`src/rtl/mips_alu_issue.sv`:
```
// ID/EX operand-issue register for the MIPS ALU: decodes ALUOp/funct into ALUctl,
// holds one instruction behind a valid/ready handshake and forwards EX/MEM, MEM/WB results.
module mips_alu_issue #(
  parameter int unsigned DATA_W = 32,
  parameter int unsigned REG_AW = 5
) (
  input  logic              clk,
  input  logic              reset,
  input  logic              in_valid,
  output logic              in_ready,
  input  logic [1:0]        in_aluop,
  input  logic [5:0]        in_funct,
  input  logic              in_alusrc,
  input  logic [REG_AW-1:0] in_rs,
  input  logic [REG_AW-1:0] in_rt,
  input  logic [DATA_W-1:0] in_rs_data,
  input  logic [DATA_W-1:0] in_rt_data,
  input  logic [DATA_W-1:0] in_imm,
  input  logic [REG_AW-1:0] in_rd,
  input  logic              in_regwrite,
  input  logic              flush,
  input  logic              exmem_regwrite,
  input  logic [REG_AW-1:0] exmem_rd,
  input  logic [DATA_W-1:0] exmem_result,
  input  logic              memwb_regwrite,
  input  logic [REG_AW-1:0] memwb_rd,
  input  logic [DATA_W-1:0] memwb_result,
  output logic              out_valid,
  input  logic              out_ready,
  output logic [3:0]        ALUctl,
  output logic [DATA_W-1:0] A,
  output logic [DATA_W-1:0] B,
  output logic [REG_AW-1:0] out_rd,
  output logic              out_regwrite,
  output logic              out_illegal
);

  localparam logic [3:0] CTL_AND = 4'd0;
  localparam logic [3:0] CTL_OR  = 4'd1;
  localparam logic [3:0] CTL_ADD = 4'd2;
  localparam logic [3:0] CTL_SUB = 4'd6;
  localparam logic [3:0] CTL_SLT = 4'd7;
  localparam logic [3:0] CTL_NOR = 4'd12;

  localparam logic [5:0] FN_ADD = 6'h20;
  localparam logic [5:0] FN_SUB = 6'h22;
  localparam logic [5:0] FN_AND = 6'h24;
  localparam logic [5:0] FN_OR  = 6'h25;
  localparam logic [5:0] FN_NOR = 6'h27;
  localparam logic [5:0] FN_SLT = 6'h2A;

  logic              r_valid;
  logic [3:0]        r_aluctl;
  logic              r_illegal;
  logic              r_regwrite;
  logic [REG_AW-1:0] r_rd;
  logic [REG_AW-1:0] r_rs;
  logic [REG_AW-1:0] r_rt;
  logic              r_alusrc;
  logic [DATA_W-1:0] r_rs_data;
  logic [DATA_W-1:0] r_rt_data;
  logic [DATA_W-1:0] r_imm;

  logic              w_accept;
  logic [3:0]        w_ctl;
  logic              w_illegal;
  logic              w_exmem_a;
  logic              w_exmem_b;
  logic              w_memwb_a;
  logic              w_memwb_b;
  logic [DATA_W-1:0] w_fwd_a;
  logic [DATA_W-1:0] w_fwd_b;

  assign in_ready = !r_valid || out_ready;
  assign w_accept = in_valid && in_ready;

  // ALUOp/funct decode; unknown encodings fall back to add and are flagged illegal
  always_comb begin
    w_ctl     = CTL_ADD;
    w_illegal = 1'b0;
    case (in_aluop)
      2'b00: w_ctl = CTL_ADD;
      2'b01: w_ctl = CTL_SUB;
      2'b10: begin
        case (in_funct)
          FN_ADD:  w_ctl = CTL_ADD;
          FN_SUB:  w_ctl = CTL_SUB;
          FN_AND:  w_ctl = CTL_AND;
          FN_OR:   w_ctl = CTL_OR;
          FN_NOR:  w_ctl = CTL_NOR;
          FN_SLT:  w_ctl = CTL_SLT;
          default: w_illegal = 1'b1;
        endcase
      end
      default: w_illegal = 1'b1;
    endcase
  end

  // Single-entry pipeline register: flush beats accept, accept beats release
  always_ff @(posedge clk) begin
    if (reset) begin
      r_valid    <= 1'b0;
      r_aluctl   <= 4'd0;
      r_illegal  <= 1'b0;
      r_regwrite <= 1'b0;
      r_rd       <= '0;
      r_rs       <= '0;
      r_rt       <= '0;
      r_alusrc   <= 1'b0;
      r_rs_data  <= '0;
      r_rt_data  <= '0;
      r_imm      <= '0;
    end else if (flush) begin
      r_valid <= 1'b0;
    end else if (w_accept) begin
      r_valid    <= 1'b1;
      r_aluctl   <= w_ctl;
      r_illegal  <= w_illegal;
      r_regwrite <= in_regwrite && !w_illegal;
      r_rd       <= in_rd;
      r_rs       <= in_rs;
      r_rt       <= in_rt;
      r_alusrc   <= in_alusrc;
      r_rs_data  <= in_rs_data;
      r_rt_data  <= in_rt_data;
      r_imm      <= in_imm;
    end else if (out_ready) begin
      r_valid <= 1'b0;
    end
  end

  // Forwarding hits; register 0 is hardwired and never forwarded
  assign w_exmem_a = exmem_regwrite && (exmem_rd != '0) && (exmem_rd == r_rs);
  assign w_exmem_b = exmem_regwrite && (exmem_rd != '0) && (exmem_rd == r_rt);
  assign w_memwb_a = memwb_regwrite && (memwb_rd != '0) && (memwb_rd == r_rs);
  assign w_memwb_b = memwb_regwrite && (memwb_rd != '0) && (memwb_rd == r_rt);

  // The youngest producer (EX/MEM) takes priority over MEM/WB
  always_comb begin
    w_fwd_a = r_rs_data;
    if (w_exmem_a) begin
      w_fwd_a = exmem_result;
    end else if (w_memwb_a) begin
      w_fwd_a = memwb_result;
    end
  end

  always_comb begin
    w_fwd_b = r_rt_data;
    if (w_exmem_b) begin
      w_fwd_b = exmem_result;
    end else if (w_memwb_b) begin
      w_fwd_b = memwb_result;
    end
  end

  assign A            = w_fwd_a;
  assign B            = r_alusrc ? r_imm : w_fwd_b;
  assign out_valid    = r_valid;
  assign ALUctl       = r_aluctl;
  assign out_rd       = r_rd;
  assign out_regwrite = r_regwrite;
  assign out_illegal  = r_illegal;

endmodule

```
`config.mk`:
```
export PLATFORM = sky130hd
export DESIGN_NAME = mips_alu_issue
export DESIGN_NICKNAME = d
export VERILOG_FILES = /design/src/rtl/mips_alu_issue.sv
export SDC_FILE = /design/constraint.sdc
export NUM_CORES = 1
export LEC_CHECK = 0
export ABC_AREA = 1
export CORE_MARGIN = 2
export CORE_UTILIZATION = 45
export CTS_CLUSTER_DIAMETER = 120
export DETAILED_ROUTE_END_ITERATION = 6
export GPL_ROUTABILITY_DRIVEN = 0
export PLACE_DENSITY = 0.92
export SETUP_SLACK_MARGIN = 0.4
export SLEW_MARGIN = 25
export SYNTH_ARGS = -nofsm -noshare
export SYNTH_HDL_FRONTEND = slang
export SYNTH_SLANG_ARGS = --single-unit
```
`constraint.sdc`:
```
create_clock -name clk -period 1.95 [get_ports clk]
set_input_delay 0.39 -clock clk [delete_from_list [all_inputs] [get_ports clk]]
set_output_delay 0.39 -clock clk [all_outputs]
set_load 0.005 [all_outputs]
```
# After elaboration in Yosys (flattened, before gate mapping)
# Cells that the tools add are included.
totals:
  reg_bits: 119
  latchBits: 0
  ramBits: 0
  rom_bits: 0
  inputBits: 202
  out_inout_bits: 77
  elab_cells: 54
  n_memories: 0
op_classes:
  add_sub_neg: 0
  mul: 0
  div: 0
  order_cmp: 0
  n_eq_ne: 12
  shifts: 0
  muxes: 11
  n_bitwise: 1
  reduce_logical: 19
ops:
  columns: ["operator", "count"]
  rows:
  - ["two-way mux 32 bit", 5]
  - ["equality test 6 bit (second input constant)", 6]
  - ["equality test 5 bit", 4]
  - ["case mux 4 bit (5 select lines)", 1]
  - ["nonzero test 5 bit", 2]
  - ["logical AND 1 bit", 8]
  - ["case mux 4 bit (2 select lines)", 1]
  - ["OR reduction 6 bit", 1]
  - ["OR reduction 2 bit", 2]
  - ["two-way mux 1 bit", 3]
  - ["equality test 2 x 1 -> 1 bit (second input constant)", 1]
  - ["equality test 2 bit (second input constant)", 1]
  - ["zero test 1 bit", 2]
  - ["zero test 2 bit", 1]
  - ["case mux 1 bit (2 select lines)", 1]
  - ["AND reduction 2 bit", 1]
  - ["nonzero test 2 bit", 1]
  - ["logical OR 1 bit", 1]
  - ["NOT 1 bit", 1]

# Logic depth before layout (Yosys ltp)
depth:
  depth_word: 6
  depth_mapped: 11
  ltp_nobuf: 10

# Worst setup path before layout
# No wires, ideal clock.
synth_timing:
  kind: "input -> output"
  startpoint: "in exmem_rd[3]"
  endpoint: "out B[22]"
  arrival_time_ps: 1251
  t_required_ps: 1560
  setup_slack_ps: 309
  path_stages: 8
  path_buffers: 1
  path_cell_list: "xor2_1 nor2_2 buf_6 nand3_1 nand2_1 inv_1 nand2_1 nand2_1"
synth_between:
  elab_chain_cells: 5
  word_cells_on_any_way: 6
  cone_classes: "eq/ne: 1; mux: 2; reduce/logical: 3"
synth_lines:
  columns: ["item", "line_no", "text"]
  rows:
  - ["from (decl)", "23", "input logic [REG_AW-1:0] exmem_rd,"]
  - ["nonzero test 5 bit", "134", "assign w_exmem_b = exmem_regwrite && (exmem_rd != '0) && (exmem_rd == r_rt);"]
  - ["logical AND 1 bit", "134", null]
  - ["logical AND 1 bit (*)", "134", null]
  - ["two-way mux 32 bit (*)", "150", "if (w_exmem_b) begin"]
  - ["two-way mux 32 bit (*)", "158", "assign B = r_alusrc ? r_imm : w_fwd_b;"]
  - ["to (decl)", "32", "output logic [DATA_W-1:0] B,"]
# Every way passes the cells marked *; elsewhere a longest branch is shown, timed or not.

# Worst setup path in the final report
layout_timing:
  startpoint: "reg r_rt[1]"
  endpoint: "out B[0]"
layout_between:
  elab_chain_cells: 5
  word_cells_on_any_way: 7
  cone_classes: "eq/ne: 2; mux: 3; reduce/logical: 2"
layout_lines:
  columns: ["item", "line_no", "text"]
  rows:
  - ["from (decl)", "58", "logic [REG_AW-1:0] r_rt;"]
  - ["from (signal assigned)", "122", "r_rt <= in_rt;"]
  - ["equality test 5 bit", "136", "assign w_memwb_b = memwb_regwrite && (memwb_rd != '0) && (memwb_rd == r_rt);"]
  - ["logical AND 1 bit", "136", null]
  - ["two-way mux 32 bit", "152", "end else if (w_memwb_b) begin"]
  - ["two-way mux 32 bit (*)", "150", null]
  - ["two-way mux 32 bit (*)", "158", null]
# Marked as above.

==> flow_summary.yaml <==
critical_path:
  cp-start-kind: "flop"
  path_cells: "inv_2 > nand2_2 > nand2_2 > nand2_2 > nor2_4 > buf_6 > nand3_4 > buf_6 > buf_6 > buf_6 > nand2_2 > nand3_2 > nand2_1 > nand2_1 > buf_2"
  path_class: "flop to primary output"
  cp_max_fo: 4
  path_delay_family: "buffers and inverters"
  crit_path_top_delay_cell: "dfxtp_4"
  cp.required_ns: 1.56
  cp-end-kind: "primary output"
  slowest_delay_ns: 0.35
  path_buf_inv: 6
  cp.arrival_ns: 2.18
layout:
  areaGrowthSynthToFinish_pct: 74.4
  final_area_mm2: 0.0127
  utilization_pct: 80.2
  diodes: 0
  finalNetCount: 1686
  final_cells: 1710
  drive_above_1_share_pct: 28.3
logic_synthesis:
  synth_top_family_by_area: "simple AND/OR/NAND/NOR gates"
  syn_inst: 1162
  synthDistinctLibCells: 31
  synth_top_flop_cell: "dfxtp_1"
  synthAdderAreaFrac_pct: 0.516
  synth-simple-area-share_pct: 39.5
  syn_area_mm2: 0.00728
  synth_compound_area_share_pct: 11.1
  ys_warn_count: 0
  synthXorXnorAreaFrac_pct: 2.17
  ys_ff_latch: 119
  synthMuxAreaShare_pct: 0
  async_flop_share_pct: 0
  synth_edf_count: 0
  synth_fp_nets: 1367
  yosysSeqAreaShare_pct: 32.7
  syn_avg_cell_area_um2: 6.26
grt:
  grt_pass1_wl_um: 48500
  overflow: 0
  first_global_vias: 9567
  grt_max_degree: 67
  gr-usage-all-layers_pct: 35.2
  antenna_found_initial: 0
sta:
  rsz0062_at_grt: "yes"
  finalHoldViolations: 0
  worst_slack_ns: -0.624
  fin_crit_sh_pct: 132
  relSlewSlack_pct: 78.0
  worstMarginPinSlew_ns: 0.326
  slew_viol_final: 0
  max_freq_mhz: 389
  setup_viol: 64
  period_needed_ns: 2.57
  skew_ns: 0.00741
worst_hold_path:
  hp-class: "flop to flop"
placed_design:
  dpl.cell_count: 1621
  portBuffers: 278
  dpl.hpwl_um: 19600
  dpl_cell_area_mm2: 0.0106
die:
  die_x_um: 131
  core-area_mm2: 0.0158
  num_rows: 46
  initial_core_util_pct: 46.0
  die_area_mm2: 0.0172
  io_pins: 279
  die_h_um: 131
cts:
  clockBufferDepth: 2
  htree_levels: 4
  cts_tree: "built"
  clk_pin_slew_ns: 0.06
  cts-root-buf: "clkbuf_16"
  cts_hold_buf: 0
  clock_latency_ns: 0.43
  cts_buffers: 17
  clkSinkCount: 119
pwr:
  p_per_area_mw_per_mm2: 655
  leakage_nw: 6.07
  peakVddDrop_mv: 0.591
  total_power_mw: 8.31
run_status:
  status: "finished, violations left"
  violations: "negative setup slack"
job:
  drv_cap: 0
detailed_routing:
  drt-total-wl_um: 32900
  first_iter_violations: 918
  dr.pass1.iters: 6
  vias: 9613
  ant_nets: 0
  vias_per_cell: 5.62
  drc_errors: 0
  avgRoutedWirePerCell_um: 19.3
synth_stat cells, types with 2 or more instances:
cell type | number | area, um^2
nor2_1 | 168 | 631
clkbuf_1 | 27 | 101
nand3_2 | 31 | 310
buf_6 | 13 | 146
buf_2 | 30 | 150
buf_4 | 7 | 52.6
nor2_4 | 3 | 33.8
o21ai_0 | 115 | 576
nand2_1 | 282 | 1060
ha_1 | 3 | 37.5
nand2_2 | 2 | 12.5
xnor2_1 | 7 | 61.3
a21oi_1 | 40 | 200
nor2_2 | 2 | 12.5
buf_1 | 3 | 11.3
nand3_1 | 103 | 515
inv_2 | 3 | 11.3
xor2_1 | 11 | 96.3
nand4_1 | 37 | 231
inv_1 | 146 | 548
dfxtp_1 | 119 | 2380
layout by cell type, fill, tap and decap left out, types with 43 or more instances in the layout:
master,n
nand2_1,191
clkdlybuf4s50_1,190
nor2_1,162
inv_1,143
dfxtp_1,111
o21ai_0,111
nand3_2,80
buf_2,61
nand2_2,51
nand3_1,45
nand2_4,43
per-layer routing:
| layer | track usage [%] | part of all wire [%] | wire length (um) | vias to the layer above |
|---|---|---|---|---|
| met2 | 62.8 | 50 | 16300 | 648 |
| met5 | 0 | 0 | 0 | - |
| met3 | 9.61 | 9.4 | 3090 | 158 |
| met4 | 16.5 | 5.5 | 1800 | 0 |
| li1 | - | - | - | 4318 |
| met1 | 38.9 | 36 | 11700 | 4489 |
metrics by stage:
step | hold WS [ns] | setup WS, ns | TNS (ns)
after floorplan | 0.429 | 0.347 | 0
after global placement | 0.439 | -0.902 | -54.78
after detailed placement | 0.446 | -0.967 | -59.08
after CTS | 0.457 | -0.579 | -29.19
after global routing | 0.497 | -0.705 | -37.32
final | 0.472 | -0.624 | -32.17
state kept, by name (all words and copies together), names as in the netlist:
signal,cells
out_rd,5
r_imm,32
r_rt_data,32
out_regwrite,1
r_rs,5
r_rt,5
r_rs_data,32
ALUctl,4
r_alusrc,1
out_valid,1
out_illegal,1
path summary, 6_finish.rpt:
check	startpoint	depth (start not counted)	to	slack [ns]
worst max-delay path	r_rt[1]$_SDFFE_PP0P_	15	B[0]	-0.62
worst min-delay path	out_regwrite$_SDFFE_PP0P_	2	out_regwrite$_SDFFE_PP0P_	0.47
worst max register to register	out_valid$_SDFFE_PP0P_	7	r_rt[0]$_SDFFE_PP0P_	0.54
worst min register to register	out_regwrite$_SDFFE_PP0P_	2	out_regwrite$_SDFFE_PP0P_	0.47
final cells by class:
class | count | area [um^2]
Clock buffer | 19 | 453
Clock inverter | 13 | 169
Fill cell | 997 | 3130
Inverter | 149 | 567
Multi-Input combinational cell | 814 | 4790
Sequential cell | 119 | 2400
Tap cell | 216 | 270
Timing Repair Buffer | 380 | 4040
cell families (layout without fill, tap and decap cells):
logic type / Yosys count / count (layout)
xor+xnor: 18 / 18
buf+inv: 229 / 561
simple gates: 634 / 634
flops: 119 / 119
compound gates: 159 / 159
fa+ha+maj: 3 / 3
what timing repair did:
item                                    4_1_cts  5_1_grt
pin swaps                                    93       70
endpoints found under the setup margin       77      146
resized for setup                           459      101
setup buffers                                39        6
cloned                                       10        2
tightest hold or removal path, cell delays in order (launching register included):
cell and delay, ns:
dfxtp_1 0.31, nand2_1 0.06, a21oi_1 0.06
where the power goes:
group / internal, mW / total [mW] / leakage [nW] / switching [mW]
Sequential: 2.60 / 2.71 / 0.985 / 0.110
Combinational: 1.10 / 2.24 / 4.78 / 1.14
Clock: 2.09 / 3.37 / 0.305 / 1.27
Power figures use the tool's default switching activity.
